==> src/rtl/wb_write_arbiter.sv <==
// Write-side front end for the register file: merges pipeline writebacks and
// queued long-latency results onto one registered write port, with forwarding.
module wb_write_arbiter #(
    parameter int DEPTH = 4
) (
    input  logic                     clk,
    input  logic                     resetn,
    input  logic                     pipe_we,
    input  logic [4:0]               pipe_wa,
    input  logic [31:0]              pipe_wd,
    input  logic                     aux_valid,
    output logic                     aux_ready,
    input  logic [4:0]               aux_wa,
    input  logic [31:0]              aux_wd,
    output logic                     we3,
    output logic [4:0]               wa3,
    output logic [31:0]              wd3,
    input  logic [4:0]               ra1,
    input  logic [4:0]               ra2,
    output logic                     fwd1_hit,
    output logic                     fwd2_hit,
    output logic [31:0]              fwd1_data,
    output logic [31:0]              fwd2_data,
    output logic [$clog2(DEPTH):0]   pending_cnt
);

    localparam int AW = $clog2(DEPTH);
    localparam int CW = AW + 1;

    logic [DEPTH-1:0] val_q, val_d;
    logic [4:0]       wa_q [DEPTH];
    logic [4:0]       wa_d [DEPTH];
    logic [31:0]      wd_q [DEPTH];
    logic [31:0]      wd_d [DEPTH];
    logic [AW-1:0]    wr_ptr_q, wr_ptr_d;
    logic [AW-1:0]    rd_ptr_q, rd_ptr_d;
    logic [CW-1:0]    count_q, count_d;
    logic             we3_q, we3_d;
    logic [4:0]       wa3_q, wa3_d;
    logic [31:0]      wd3_q, wd3_d;

    logic pipe_iss;
    logic accept;
    logic push;
    logic pop;

    assign aux_ready   = count_q < CW'(DEPTH);
    assign pending_cnt = count_q;
    assign we3         = we3_q;
    assign wa3         = wa3_q;
    assign wd3         = wd3_q;

    always_comb begin
        pipe_iss = pipe_we && (pipe_wa != 5'd0);
        accept   = aux_valid && aux_ready;
        push     = accept && (aux_wa != 5'd0);
        pop      = !pipe_iss && (count_q != '0);

        val_d    = val_q;
        wa_d     = wa_q;
        wd_d     = wd_q;
        wr_ptr_d = wr_ptr_q;
        rd_ptr_d = rd_ptr_q;
        we3_d    = 1'b0;
        wa3_d    = wa3_q;
        wd3_d    = wd3_q;

        if (pipe_iss) begin
            we3_d = 1'b1;
            wa3_d = pipe_wa;
            wd3_d = pipe_wd;
            // The pipeline write is younger than anything queued.
            for (int i = 0; i < DEPTH; i++) begin
                if (wa_q[i] == pipe_wa) begin
                    val_d[i] = 1'b0;
                end
            end
        end else if (pop) begin
            we3_d           = val_q[rd_ptr_q];
            wa3_d           = wa_q[rd_ptr_q];
            wd3_d           = wd_q[rd_ptr_q];
            val_d[rd_ptr_q] = 1'b0;
            rd_ptr_d        = rd_ptr_q + 1'b1;
        end

        if (push) begin
            val_d[wr_ptr_q] = !(pipe_iss && (aux_wa == pipe_wa));
            wa_d[wr_ptr_q]  = aux_wa;
            wd_d[wr_ptr_q]  = aux_wd;
            wr_ptr_d        = wr_ptr_q + 1'b1;
        end

        count_d = count_q + CW'(push) - CW'(pop);
    end

    always_ff @(posedge clk or negedge resetn) begin
        if (!resetn) begin
            val_q    <= '0;
            wr_ptr_q <= '0;
            rd_ptr_q <= '0;
            count_q  <= '0;
            we3_q    <= 1'b0;
            wa3_q    <= 5'd0;
            wd3_q    <= 32'd0;
            for (int i = 0; i < DEPTH; i++) begin
                wa_q[i] <= 5'd0;
                wd_q[i] <= 32'd0;
            end
        end else begin
            val_q    <= val_d;
            wr_ptr_q <= wr_ptr_d;
            rd_ptr_q <= rd_ptr_d;
            count_q  <= count_d;
            we3_q    <= we3_d;
            wa3_q    <= wa3_d;
            wd3_q    <= wd3_d;
            wa_q     <= wa_d;
            wd_q     <= wd_d;
        end
    end

    // Scan oldest to newest so the newest valid match wins.
    always_comb begin
        logic [AW-1:0] idx;
        fwd1_hit  = 1'b0;
        fwd1_data = 32'd0;
        fwd2_hit  = 1'b0;
        fwd2_data = 32'd0;
        idx       = '0;
        for (int i = 0; i < DEPTH; i++) begin
            idx = rd_ptr_q + AW'(i);
            if (val_q[idx] && (wa_q[idx] == ra1)) begin
                fwd1_hit  = 1'b1;
                fwd1_data = wd_q[idx];
            end
            if (val_q[idx] && (wa_q[idx] == ra2)) begin
                fwd2_hit  = 1'b1;
                fwd2_data = wd_q[idx];
            end
        end
        if (!fwd1_hit && we3_q && (wa3_q == ra1)) begin
            fwd1_hit  = 1'b1;
            fwd1_data = wd3_q;
        end
        if (!fwd2_hit && we3_q && (wa3_q == ra2)) begin
            fwd2_hit  = 1'b1;
            fwd2_data = wd3_q;
        end
        if (ra1 == 5'd0) begin
            fwd1_hit  = 1'b0;
            fwd1_data = 32'd0;
        end
        if (ra2 == 5'd0) begin
            fwd2_hit  = 1'b0;
            fwd2_data = 32'd0;
        end
    end

endmodule

==> config.mk <==
export PLATFORM = sky130hd
export DESIGN_NAME = wb_write_arbiter
export DESIGN_NICKNAME = d
export VERILOG_FILES = /design/src/rtl/wb_write_arbiter.sv
export SDC_FILE = /design/constraint.sdc
export NUM_CORES = 1
export LEC_CHECK = 0
export CAP_MARGIN = 20
export CORE_MARGIN = 5
export CORE_UTILIZATION = 47
export DETAILED_ROUTE_END_ITERATION = 8
export PLACE_DENSITY = 0.7
export SLEW_MARGIN = 20
export SYNTH_ARGS = -nofsm -noshare
export SYNTH_HDL_FRONTEND = slang
export SYNTH_SLANG_ARGS = --single-unit
==> constraint.sdc <==
create_clock -name clk -period 6.29 [get_ports clk]
set_input_delay 0.9435 -clock clk [delete_from_list [all_inputs] [get_ports clk]]
set_output_delay 0.9435 -clock clk [all_outputs]
set_load 0.05 [all_outputs]
==> results of run 1 <==
## synthesized netlist by cell type (all sizes together), types with 18 or more instances
cell	count	share of area
xor2	28	0.016
or3	18	0.0074
a21oi	23	0.0075
mux2i	39	0.026
and2	18	0.0074
mux4	144	0.21
o21ai	117	0.038
nand2	139	0.034
dfrtp	197	0.32
o211ai	22	0.011
clkbuf	71	0.017
buf	68	0.028
nand3	28	0.0092
xnor2	51	0.031
a31oi	58	0.024
nor2	50	0.013
mux2	156	0.12
## cell usage in the layout, fill, tap and decap left out, drive strengths merged, types with 8 or more instances in the layout
cell	count
a31oi	58
mux2i	39
inv	18
buf	89
a221oi	17
nand2	139
dfrtp	197
o211ai	22
a221o	17
or3	18
ha	10
clkbuf	18
a21oi	23
mux4	144
and2	18
clkdlybuf4s50	130
nand3	28
nor4	8
o21ai	117
a311o	16
o221ai	10
mux2	156
xnor2	51
nor2	50
xor2	28
## critical path, delay by kind of cell (launching register included)
| family | cells | cell delay [ns] |
|---|---|---|
| multiplexers | 1 | 0.60 |
| flip-flops | 1 | 0.50 |
| buffers and inverters | 3 | 1.09 |
| XOR/XNOR | 1 | 0.20 |
| AO/OA/AOI/OAI | 3 | 0.69 |
| adder cells (fa/ha/maj) | 1 | 0.44 |
| AND/OR/NAND/NOR | 2 | 1.11 |
## per-layer routing
layer  up-vias  track usage  share of wire
met5         -            0        0.00027
met4         2       0.1141          0.041
met3       148      0.05804          0.091
met2       769       0.4314           0.48
met1      6449       0.3508           0.38
li1       5472            -              -
## kinds of logic (layout without fill, tap and decap cells)
group	count (synthesis)	count (layout)	share of synthesized area
XOR/XNOR	79	79	0.04728
AO/OA/AOI/OAI	305	305	0.1317
AND/OR/NAND/NOR	284	284	0.08596
buffers and inverters	151	263	0.04868
adder cells (fa/ha/maj)	11	11	0.009506
multiplexers	339	339	0.3540
flip-flops	197	197	0.3229
other	0	3	0
## through the flow
step	setup WS, ns	instances	area (sq um)	util	total power, W
2_1_floorplan	0.4236	1366	15270	-	0.008120
3_3_place_gp	0.8979	1888	17950	0.5560	0.01012
3_5_place_dp	0.8011	1888	17950	0.5560	0.01034
4_1_cts	0.3170	1919	18520	0.5737	0.01146
5_1_grt	0.08056	1922	18560	0.5748	0.01211
6_report	0.2359	1923	18560	0.5748	0.01152
## path summary, 6_finish.rpt
check                                    startpoint                  endpoint  cells past startpoint
max                         rd_ptr_q[0]$_DFFE_PN0P_             fwd1_data[26]                     11
min                                          resetn      wd_q[37]$_DFFE_PN0P_                      1
max reg2reg                pending_cnt[2]$_DFF_PN0_  pending_cnt[2]$_DFF_PN0_                      9
min reg2reg                pending_cnt[0]$_DFF_PN0_  pending_cnt[0]$_DFF_PN0_                      1
max in group asynchronous                    resetn      wd_q[83]$_DFFE_PN0P_                      3
min in group clk           pending_cnt[0]$_DFF_PN0_  pending_cnt[0]$_DFF_PN0_                      1
## area by class of cell
class / count / area, sq um / share of cell area
sequential: 197 / 4937 / 0.2660
tap: 442 / 553.0 / 0.02980
timing repair buffer: 220 / 2804 / 0.1511
clock buffer: 17 / 425.4 / 0.02292
clock inverter: 14 / 143.9 / 0.007752
antenna: 3 / 7.507 / 0.0004045
multi-input combinational: 1018 / 9644 / 0.5196
inverter: 12 / 45.04 / 0.002427
## state kept, by name, indices dropped and copies added (netlist names)
name,count
pending_cnt,3
rd_ptr_q,2
val_q,4
wa3,5
wa_q,20
wd3,32
wd_q,128
we3,1
wr_ptr_q,2
## power groups by stage
stage	registers, W	clock network, W	logic (W)
after floorplan	0.00289	0	0.00523
after global placement	0.00266	0	0.00746
after detailed placement	0.00274	0	0.00760
after CTS	0.00272	0.00111	0.00763
after global routing	0.00284	0.00117	0.00810
final	0.00276	0.00110	0.00766
==> results.json, run 1 <==
{
  "coreArea_sq_um": 32290,
  "yosysSeqAreaShare": 0.3229,
  "drive_above_1_share": 0.3018,
  "avgSynthCellArea_sq_um": 11.18,
  "finClkSkew_ns": 0.008457,
  "cp-end-kind": "output pin",
  "cap_violations": 0,
  "slowest_stage": "or4_2",
  "peakVddDrop_v": 0.0004471,
  "worst_slew_pin_slew_ns": 1.095,
  "nets": 1565,
  "synth_edf_count": 0,
  "yosysUniqueCellTypes": 56,
  "vias": 12840,
  "antenna_left": 0,
  "hold_ws_ns": 0.5066,
  "leakage_nw": 6.886,
  "netSwitchingFraction": 0.4659,
  "finalMaxSlewViolations": 0,
  "syn_area_sq_um": 15270,
  "yosysWarnings": 0,
  "path_max_fanout": 36,
  "viasPerCell": 6.677,
  "crit_type": "flip-flop to output pin",
  "dr.pass1.iters": 6,
  "cts_tree": "yes",
  "syn_inst": 1366,
  "drt_iter0_markers": 1754,
  "powerDensity_nw_per_um2": 620.7,
  "syn_to_final_growth_pct": 21.56,
  "dp_hpwl_mm": 31.94,
  "grt_setup_unrepaired": "false",
  "crit_chain": "inv_1 > ha_4 > mux4_2 > xnor2_1 > nand4_1 > a2bb2o_1 > or4_2 > buf_4 > o21ai_0 > a31oi_1 > buf_12",
  "cp.required_ns": 5.35,
  "setup_tns_ns": 0,
  "insertion_delay_ns": 0.45,
  "die_x_um": 190.2,
  "grt_usage": 0.2670,
  "cts_resized": 0,
  "post_cts_buffers": 0,
  "h-tree-depth": 4,
  "route.detailed.drc": 0,
  "power_switching_w": 0.005367,
  "dieArea_sq_um": 36190,
  "wirelength_mm": 48.98,
  "max_stage_delay_ns": 0.93,
  "fmax_mhz": 165.2,
  "post_drt_wl_per_cell_um": 25.47,
  "clock-root-buffer": "clkbuf_16",
  "cp-start-kind": "flip-flop",
  "combPwrFrac": 0.665,
  "p_int_w": 0.006153,
  "grt_antenna_before_repair": 4,
  "numCtsBuffers": 17,
  "grt_start_max_net_pins": 148,
  "overflow": 0,
  "setup-violations-final": 0,
  "grt_pass1_vias": 13050,
  "pwr-share-seq": 0.240,
  "hp-class": "primary input to asynchronous set/reset pin",
  "ctsHoldBuffers": 0,
  "fin_crit_sh": 0.9625,
  "min_period_ns": 6.054,
  "die_h_um": 190.2,
  "start_util": 0.4729,
  "max_slew_margin": 0.2702,
  "ff2ff_setup_slack_ns": 3.23,
  "synthFlopType": "dfrtp_1",
  "ys_async_sr_fraction": 1.000,
  "grt_pass1_wl_mm": 75.80,
  "clockBufferDepth": 2,
  "cp.arrival_ns": 5.11,
  "synth_seq_cells": 197,
  "cts.clk_slew.worst_paths_ns": 0.07,
  "syn_nets": 1465,
  "clockPowerShare": 0.095,
  "clock-sinks": 197,
  "gpl.final_weighted_congestion": 0.8917,
  "fill_cells": 2668,
  "status": "complete, no violations",
  "port_buffers": 195,
  "fp-row-count": 66,
  "finalHoldViolations": 0,
  "ios": 196
}
Note: power is estimated with default switching activity, not from simulation.
==> inputs of run 2 (changes only) <==
- ABC_AREA: default -> 1
- CELL_PAD_IN_SITES_DETAIL_PLACEMENT: default -> 1
- CELL_PAD_IN_SITES_GLOBAL_PLACEMENT: default -> 1
- CORE_UTILIZATION: 47 -> 39
- PLACE_DENSITY: 0.7 -> default
- PLACE_DENSITY_LB_ADDON: default -> 0.1
==> run 2 against run 1 <==
Net effect:
- fmax up 7.9%
- utilization is 10 points lower
- worst hold slack got worse by 0.075 ns
- first-iteration DRC count increased by 6.3%
- synthesized cell count up 99%
- cell area is 3.6% higher
- register-to-register slack lost 0.16 ns
- non-clock buffer count is 6 higher
==> results.json, run 2 <==
{
  "fmax_mhz": 178.2,
  "drt_iter0_markers": 1864,
  "cts_tree": "yes",
  "fill_cells": 5488,
  "yosysWarnings": 0,
  "grt_antenna_before_repair": 1,
  "r2r_start": "rd_ptr_q[0]$_DFFE_PN0P_",
  "finClkSkew_ns": 0.01323,
  "syn_area_sq_um": 15870,
  "num_antenna_cells": 0,
  "multi_input_area_sq_um": 9321,
  "cp-start-kind": "flip-flop",
  "synth-xor-area-share": 0.01821,
  "dp_hpwl_mm": 53.75,
  "grt_setup_unrepaired": "false",
  "powerDensity_nw_per_um2": 609.8,
  "setup-violations-final": 0,
  "cp.arrival_ns": 4.67,
  "die_x_um": 211.7,
  "overflow": 0,
  "ios": 196,
  "synth_top_cell_by_area": "dfrtp_1",
  "synth_edf_count": 0,
  "port_buffers": 195,
  "timing.rr.end": "wd3[29]$_DFFE_PN0P_",
  "syn_to_final_growth_pct": 21.19,
  "path_max_fanout": 68,
  "numCtsBuffers": 17,
  "dr.pass1.iters": 5,
  "ff2ff_setup_slack_ns": 3.07,
  "syn_nets": 2813,
  "synth-simple-area-share": 0.3758,
  "route.detailed.drc": 0,
  "grt_usage": 0.3162,
  "final_common_cell": "nand2_1",
  "synth_top_area_share": 0.3106,
  "largest_register": "wd_q",
  "finalHoldViolations": 0,
  "h-tree-depth": 4,
  "post_cts_buffers": 0,
  "synth_commonest_cells": "878 x nand2_1, 393 x o21ai_0, 356 x nor2_1, 235 x nand3_1, 219 x inv_1",
  "most-common-layout-cells": "874 x nand2_1, 393 x o21ai_0, 354 x nor2_1",
  "grt_pass1_wl_mm": 109.3,
  "area.sequential_sq_um": 4935,
  "rr_worst_depth": 8,
  "yosysSeqAreaShare": 0.3106,
  "die_h_um": 211.7,
  "antenna_left": 0,
  "cts_resized": 0,
  "worst_slew_pin_slew_ns": 1.372,
  "start_util": 0.3914,
  "finalMaxSlewViolations": 0,
  "post_drt_wl_per_cell_um": 21.85,
  "dieArea_sq_um": 44830,
  "avgSynthCellArea_sq_um": 5.848,
  "synth_seq_cells": 197,
  "fp-row-count": 74,
  "cp-end-kind": "output pin",
  "synth.area.top_cells": "dfrtp_1 31%, nand2_1 21%, o21ai_0 12%, nor2_1 8.4%, nand3_1 7.4%",
  "crit_type": "flip-flop to output pin",
  "vias": 18580,
  "ctsHoldBuffers": 0,
  "gpl.final_weighted_congestion": 0.9385,
  "syn_inst": 2714,
  "hold_ws_ns": 0.4317,
  "leakage_nw": 9.241,
  "cap_violations": 0,
  "max_slew_margin": 0.07589,
  "insertion_delay_ns": 0.50,
  "hp-class": "primary input to asynchronous set/reset pin",
  "yosysUniqueCellTypes": 34,
  "drive_above_1_share": 0.05650,
  "grt_pass1_vias": 17480,
  "synthFlopType": "dfrtp_1",
  "cp.required_ns": 5.35,
  "grt_start_max_net_pins": 139,
  "clockBufferDepth": 2,
  "status": "complete, no violations",
  "synth_fa_ha_area_frac": 0.009145,
  "largest_reg_flops": 128,
  "viasPerCell": 5.612,
  "peakVddDrop_v": 0.0003432,
  "nets": 2865,
  "synth_compound_area_frac": 0.1804,
  "ys_async_sr_fraction": 1.000,
  "coreArea_sq_um": 40550,
  "wirelength_mm": 72.36,
  "synth_top_family_by_area": "simple AND/OR/NAND/NOR gates",
  "clock-sinks": 197,
  "yosys-mux-area-fraction": 0,
  "fin_crit_sh": 0.8920,
  "clock-root-buffer": "clkbuf_16",
  "setup_tns_ns": 0,
  "synth_most_common_cell": "nand2_1",
  "cts.clk_slew.worst_paths_ns": 0.08,
  "min_period_ns": 5.610
}
## run 2: cell types whose count changed after synthesis, moves of 58 or more
cell | before | now
nand2_1 | 139 | 878
nor2_1 | 48 | 356
o21ai_0 | 90 | 393
inv_1 | 12 | 219
nand3_1 | 28 | 235
mux2_2 | 156 | 0
mux4_2 | 140 | 0
a21oi_1 | 23 | 130
a31oi_1 | 58 | 0
## run 2: critical path: stages (launching register included)
cell,delay (ns)
dfrtp_4,0.42
clkinv_2,0.29
ha_2,0.65
inv_2,0.17
buf_4,0.34
nand2_1,0.14
nand2_1,0.09
nand2_1,0.08
nor2_1,0.05
nand3_1,0.07
buf_4,0.36
nand2_2,0.13
nor2_4,0.11
buf_4,0.52
a21oi_1,0.15
a21oi_1,0.35
buf_12,0.19
## run 2: worst max-delay path by stage
stage	from	endpoint	slack [ns]	cells past startpoint
after CTS	rd_ptr_q[0]$_DFFE_PN0P_	fwd2_data[20]	0.69	16
after floorplan	rd_ptr_q[1]$_DFFE_PN0P_	fwd2_data[1]	1.69	19
final	rd_ptr_q[0]$_DFFE_PN0P_	fwd2_data[11]	0.68	16
after global placement	rd_ptr_q[0]$_DFFE_PN0P_	fwd1_data[12]	1.13	16
after global routing	rd_ptr_q[0]$_DFFE_PN0P_	fwd2_data[20]	0.35	16
after detailed placement	rd_ptr_q[0]$_DFFE_PN0P_	fwd2_data[20]	1.25	16
## run 2: per-layer routing
metal / global-route usage / up-vias / wire length [um]
met1: 0.5215 / 9008 / 36740
met5: 0 / - / 13
met4: 0.05686 / 2 / 808
met2: 0.3991 / 790 / 27150
li1: - / 8730 / -
met3: 0.09351 / 50 / 7644
## run 2: cell type report
| cell class | instances | share of cell area |
|---|---|---|
| clock buffers | 19 | 0.02355 |
| clock inverters | 13 | 0.006895 |
| inverters | 226 | 0.04417 |
| multi-input cells | 2098 | 0.4846 |
| flip-flops and latches | 197 | 0.2566 |
| well taps | 532 | 0.03461 |
| repair buffers | 226 | 0.1496 |
## run 2: kinds of logic (layout without fill, tap and decap cells)
kind of cell | Yosys count | after routing
xor+xnor | 33 | 33
flops | 197 | 197
simple gates | 1491 | 1491
compound gates | 563 | 563
buf+inv | 419 | 484
fa+ha+maj | 11 | 11
## run 2: power breakdown
part	switching [W]	internal [W]	leakage (nW)	total, W
combinational	0.00593	0.00228	6.49	0.00821
sequential	0.000521	0.00183	2.47	0.00236
clock	0.000614	0.000547	0.278	0.00116
## run 2: stage by stage
stage	total power (W)	cell area, sq um	utilization	setup slack, ns	instances
final	0.01173	19230	0.4743	0.6796	3311
after global routing	0.01246	19230	0.4743	0.3487	3311
after CTS	0.01151	19210	0.4738	0.6862	3310
after detailed placement	0.01032	18630	0.4594	1.248	3278
after global placement	0.01007	18620	0.4591	1.125	3277
after floorplan	0.007038	15870	-	1.695	2714
